File: src/rtl/bcd_binary_seq_if.sv
// Handshake bundle for bcd_binary_seq: start/operand in, status/result out.
// Parameters must match those of the attached converter.
interface bcd_binary_seq_if #(
  parameter int DIGITS = 2,
  parameter int OUT_W  = 7
);
  logic                  start;
  logic [4*DIGITS-1:0]   bcd_in;
  logic                  busy;
  logic                  done;
  logic [OUT_W-1:0]      binary;
  logic                  overflow;
  logic                  invalid;

  modport master (
    output start, bcd_in,
    input  busy, done, binary, overflow, invalid
  );

  modport slave (
    input  start, bcd_in,
    output busy, done, binary, overflow, invalid
  );
endinterface

File: src/rtl/bcd_binary_seq.sv
// Serial packed-BCD to binary converter, one digit per clock, MS digit first.
// Define BCD_BINARY_INVALID_CHECK_EN to flag digits above 9 as invalid.
module bcd_binary_seq #(
  parameter int DIGITS = 2,
  parameter int OUT_W  = 7
) (
  input logic             clk,
  input logic             rst,
  bcd_binary_seq_if.slave bus
);

  // Sized for all-0xF digits so face-value accumulation never wraps.
  function automatic int acc_bits(input int d);
    longint unsigned m;
    m = 0;
    for (int i = 0; i < d; i++) m = m * 10 + 15;
    return $clog2(m + 1);
  endfunction

  localparam int ACC_W = acc_bits(DIGITS);
  localparam int W     = (ACC_W > OUT_W) ? ACC_W : OUT_W;
  localparam int CW    = $clog2(DIGITS) + 1;
  localparam logic [CW-1:0]    LAST = CW'(DIGITS - 1);
  localparam logic [ACC_W-1:0] TEN  = ACC_W'(10);
  localparam logic [W-1:0]     MAXV = W'((64'd1 << OUT_W) - 64'd1);

  typedef enum logic [1:0] {
    IDLE,
    CONV,
    DONE
  } state_t;

  state_t              state_q;
  logic [4*DIGITS-1:0] opnd_q;
  logic [ACC_W-1:0]    acc_q;
  logic [ACC_W-1:0]    acc_d;
  logic [CW-1:0]       cnt_q;
  logic [3:0]          dig;
  logic                busy_q;
  logic                done_q;
  logic [OUT_W-1:0]    bin_q;
  logic                ovf_q;
  logic                inv_q;
  logic [W-1:0]        val;
  logic [OUT_W-1:0]    res_bin;
  logic                res_ovf;
  logic                res_inv;

  assign dig   = opnd_q[4*DIGITS-1 -: 4];
  assign acc_d = acc_q * TEN + ACC_W'(dig);
  assign val   = W'(acc_d);

`ifdef BCD_BINARY_INVALID_CHECK_EN
  logic bad_q;
  logic bad_d;
  assign bad_d = bad_q | (dig > 4'd9);
`endif

  always_comb begin
    res_ovf = val > MAXV;
    res_bin = res_ovf ? '1 : OUT_W'(val);
    res_inv = 1'b0;
`ifdef BCD_BINARY_INVALID_CHECK_EN
    if (bad_d) begin
      res_bin = '0;
      res_ovf = 1'b0;
      res_inv = 1'b1;
    end
`endif
  end

  always_ff @(posedge clk or negedge rst) begin
    if (!rst) begin
      state_q <= IDLE;
      opnd_q  <= '0;
      acc_q   <= '0;
      cnt_q   <= '0;
      busy_q  <= 1'b0;
      done_q  <= 1'b0;
      bin_q   <= '0;
      ovf_q   <= 1'b0;
      inv_q   <= 1'b0;
`ifdef BCD_BINARY_INVALID_CHECK_EN
      bad_q   <= 1'b0;
`endif
    end else begin
      done_q <= 1'b0;
      unique case (state_q)
        IDLE, DONE: begin
          if (bus.start) begin
            opnd_q  <= bus.bcd_in;
            acc_q   <= '0;
            cnt_q   <= '0;
            busy_q  <= 1'b1;
            state_q <= CONV;
`ifdef BCD_BINARY_INVALID_CHECK_EN
            bad_q   <= 1'b0;
`endif
          end else begin
            state_q <= IDLE;
          end
        end
        CONV: begin
          acc_q  <= acc_d;
          opnd_q <= opnd_q << 4;
          cnt_q  <= cnt_q + 1'b1;
`ifdef BCD_BINARY_INVALID_CHECK_EN
          bad_q  <= bad_d;
`endif
          if (cnt_q == LAST) begin
            state_q <= DONE;
            busy_q  <= 1'b0;
            done_q  <= 1'b1;
            bin_q   <= res_bin;
            ovf_q   <= res_ovf;
            inv_q   <= res_inv;
          end
        end
        default: begin
          state_q <= IDLE;
          busy_q  <= 1'b0;
        end
      endcase
    end
  end

  assign bus.busy     = busy_q;
  assign bus.done     = done_q;
  assign bus.binary   = bin_q;
  assign bus.overflow = ovf_q;
  assign bus.invalid  = inv_q;

endmodule

File: src/flat_wrapper.sv
// flat-port wrapper written by rule: the top's interface ports become plain ports
module bcd_binary_seq_flat 
#(
  parameter int DIGITS = 2,
  parameter int OUT_W  = 7
)
  (clk, rst, bus_start, bus_bcd_in, bus_busy, bus_done, bus_binary, bus_overflow, bus_invalid);
  bcd_binary_seq_if #(.DIGITS(DIGITS), .OUT_W(OUT_W)) bus_i ();
  input logic clk;
  input logic rst;
  input wire logic [$bits(bus_i.start)-1:0] bus_start;
  input wire logic [$bits(bus_i.bcd_in)-1:0] bus_bcd_in;
  output wire logic [$bits(bus_i.busy)-1:0] bus_busy;
  output wire logic [$bits(bus_i.done)-1:0] bus_done;
  output wire logic [$bits(bus_i.binary)-1:0] bus_binary;
  output wire logic [$bits(bus_i.overflow)-1:0] bus_overflow;
  output wire logic [$bits(bus_i.invalid)-1:0] bus_invalid;
  assign bus_i.start = bus_start;
  assign bus_i.bcd_in = bus_bcd_in;
  assign bus_busy = bus_i.busy;
  assign bus_done = bus_i.done;
  assign bus_binary = bus_i.binary;
  assign bus_overflow = bus_i.overflow;
  assign bus_invalid = bus_i.invalid;
  bcd_binary_seq #(.DIGITS(DIGITS), .OUT_W(OUT_W)) u_core (.clk(clk), .rst(rst), .bus(bus_i));
endmodule
File: config.mk
export PLATFORM = sky130hd
export DESIGN_NAME = bcd_binary_seq_flat
export DESIGN_NICKNAME = d
export VERILOG_FILES = /design/src/rtl/bcd_binary_seq_if.sv /design/src/rtl/bcd_binary_seq.sv /design/src/flat_wrapper.sv
export SDC_FILE = /design/constraint.sdc
export NUM_CORES = 1
export LEC_CHECK = 0
export ABC_AREA = 1
export BUFFER_PORTS_ARGS = -buffer_cell sky130_fd_sc_hd__buf_2
export CAP_MARGIN = 20
export CORE_MARGIN = 3
export CORE_UTILIZATION = 45
export DETAILED_ROUTE_END_ITERATION = 10
export HOLD_SLACK_MARGIN = 0.06
export MAX_ROUTING_LAYER = met4
export SETUP_SLACK_MARGIN = 0.05
export SYNTH_ARGS = -nofsm -noshare
export SYNTH_HDL_FRONTEND = slang
export SYNTH_SLANG_ARGS = --single-unit
File: constraint.sdc
create_clock -name clk -period 2.3 [get_ports clk]
set_input_delay 0.46 -clock clk [delete_from_list [all_inputs] [get_ports clk]]
set_output_delay 0.46 -clock clk [all_outputs]
set_load 0.005 [all_outputs]
==> summary.md <==
| Metric | Value |
|---|---|
| Fin crit share | 92.05% |
| Crit end category | register |
| DR iter-0 viols | 28 |
| Clk_lat worst skew | 320 ps |
| Worst Tran Pin Value | 631.6 ps |
| RSZ-0062 raised after global routing | false |
| TritonCTS clock tree | yes |
| # clock sinks | 29 |
| Core area | 3416 um^2 |
| Pwr Total | 0.003124 W |
| Drt pass-1 iters | 4 |
| Largest cells by area after synthesis | dfrtp_1, ha_1, nand2_1 |
| CP cell instances | ha_4 > ha_4 > fa_2 > nand2_1 > nor2_2 > nand3_2 > nand2_4 > a21boi_2 |
| Hold buffers post-CTS | 0 |
| Max clock buf depth | 2 |
| Count of input and output buffers | 20 |
| Vias/cell | 5.078 |
| R2R Path Start | u_core.acc_q[1] |
| Via count of the routed design | 1305 |
| Vias in the first global route | 1306 |
| RR Endpoint | u_core.bus.binary[1] |
| Post-Synthesis Cells | 183 |
| Antenna violations before repair | 0 |
| CTS Buf Count | 5 |
| DRC viols | 0 |
| Result of the run | complete, no violations |
| Max Slew Vio Count | 0 |
| Synth Warn # | 0 |
| Req. time, crit path | 2500 ps |
| Pin count of the biggest net entering global routing | 30 |
| Min Tclk post-route | 2117 ps |
| Final net count | 234 |
| Post-DP HPWL | 2.471 mm |
| Main synth FF type | dfrtp_1 |
| Area Overhead vs Synth | 15.50% |
| Total wire length | 3.359 mm |
| Worst reg2reg path depth | 8 |
| Fill cells | 340 |
| Final setup violation count | 0 |
| Worst-case vdd ir drop | 0.6887 mV |
| Count leader, synth | nand2_1 |
| Global-route wire length before repair | 5.727 mm |
| Die X | 66.35 um |
| CTS Root Cell | clkbuf_4 |
| Commonest cells post-synth | nand2_1, dfrtp_1, inv_1, nand3_1, o21ai_0 |
| Ys async rst share | 100.0% |
| Final hold slack | 141.5 ps |
| Area leader, netlist | dfrtp_1 |
| # IOs | 22 |
| Min-Delay Path Class | in2async |
| Die Area | 4402 um^2 |
| Power per Cell Area | 1650 nW/um^2 |
| Top cell by count, worst path | ha_4 |
| Setup TNS | 0 ps |
| Clock skew | 13.03 ps |
| H-tree depth | 2 |
| # rows | 21 |
| Arrival time worst endpoint | 2320 ps |
| Setup crit start kind | register |
| Max Fanout on Critical Path | 7 |
| Flop2flop setup slack | 180 ps |
| Gr usage total | 17.78% |
| GR Overflow Total | 0 |
| Slowest stage delay, CP | 630 ps |
| Gpl congestion | 0.7996 |
| Setup CP Type | reg2reg |
| Sequential share of the synthesized area | 44.27% |
| Area taken by multi-input logic gates | 845.8 um^2 |
| Share of post-route cells with drive strength above 1 | 27.96% |
| Ant. Diodes | 0 |
| Max_cap viols | 0 |
| Leak | 0.9199 nW |
| Yosys reg bits | 29 |
| Post-Syn Area | 1639 um^2 |
| Synth cell types | 29 |
| EDFF count, synth | 0 |
| Reg area | 725.7 um^2 |
| Final hold viol count | 0 |
| Slowest cell on the critical path | fa_2 |
| Syn nets | 207 |
| Share of the synthesized area in the top cell type | 44.27% |
| Syn Area/Cell | 8.957 um^2 |
| Clock transition at the registers of the reported paths | 100 ps |
| Highest clock rate | 472.3 MHz |
| Max transition margin | 57.89% |
| Antenna viol nets, final | 0 |
| Starting Density | 47.99% |
| WL per Instance | 13.07 um |
| Die Y | 66.35 um |
## logic make-up after synthesis
| kind of cell | Yosys count | synth area share (%) |
|---|---|---|
| simple gates | 83 | 24.73 |
| flops | 29 | 44.28 |
| compound gates | 28 | 11.91 |
| buf+inv | 26 | 6.412 |
| fa+ha+maj | 13 | 10.84 |
| xor+xnor | 3 | 1.603 |
| other cells | 1 | 0.2288 |
## worst max-delay path by stage
stage | startpoint | end | depth (start not counted)
floorplan | u_core.acc_q[1] | u_core.bus.binary[4] | 9
global placement | u_core.acc_q[3] | u_core.bus.binary[1] | 9
detailed placement | u_core.acc_q[1] | u_core.bus.binary[1] | 9
CTS | u_core.acc_q[1] | u_core.bus.binary[1] | 9
global route | u_core.acc_q[1] | u_core.bus.binary[6] | 11
finish | u_core.acc_q[1] | u_core.bus.binary[1] | 8
## per-stage QoR
stage | std cells | util, % | setup WS [ps] | instance area (um^2)
final | 257 | 55.42 | 182.9 | 1893
after global routing | 257 | 55.42 | 42.17 | 1893
after CTS | 253 | 53.44 | 50.27 | 1826
after detailed placement | 245 | 51.94 | 74.34 | 1774
after global placement | 245 | 51.94 | 123.3 | 1774
after floorplan | 183 | - | 242.6 | 1639
## routing by layer
metal	GRT usage, %	routed length (um)	vias up
met1	20.69	1489	621
met4	7.360	63	0
met5	-	0	-
met2	28.87	1691	17
met3	4.932	114	8
li1	-	-	659
## power breakdown
part	switching, W	internal (W)	leakage, nW
Sequential	0.000141	0.000753	0.350
Clock	0.000175	0.000116	0.0320
Combinational	0.00115	0.000790	0.538
## final cells by class
class                   count  area share [%]
multi-input cells         128           44.68
flip-flops and latches     29           38.33
repair buffers             24           6.874
inverters                  22           4.362
well taps                  46           3.040
clock buffers               6           2.181
clock inverters             2          0.5287
## cells in the final DEF (no fill, tap or decap), types with 4 or more instances in the layout
cell type / count
a21boi_2: 6
buf_2: 20
buf_4: 4
clkbuf_4: 5
dfrtp_1: 29
ha_1: 8
inv_1: 20
nand2_1: 33
nand3_1: 20
nor2_1: 11
o21ai_0: 12
o22ai_1: 4
or2_2: 6
## timing repair
action | CTS | global route
setup buffers | 0 | 4
hold endpoints to repair | 0 | 0
resized for setup | 0 | 6
endpoints found under the setup margin | 0 | 9
## worst max-delay path, delay by kind of cell, from the launching register on
| family | cells | cell delay (ps) |
|---|---|---|
| AOI/OAI and AO/OA | 1 | 70 |
| and+or+nand+nor | 4 | 420 |
| DFF | 1 | 440 |
| adders and majority gates | 3 | 1070 |
## state kept, by name (all words and copies together), names as in the netlist
signal,cells
u_core.acc_q,7
u_core.bus.binary,7
u_core.bus.busy,1
u_core.bus.done,1
u_core.bus.overflow,1
u_core.cnt_q,2
u_core.opnd_q,8
u_core.state_q,2
Note: power is estimated with default switching activity, not from simulation.
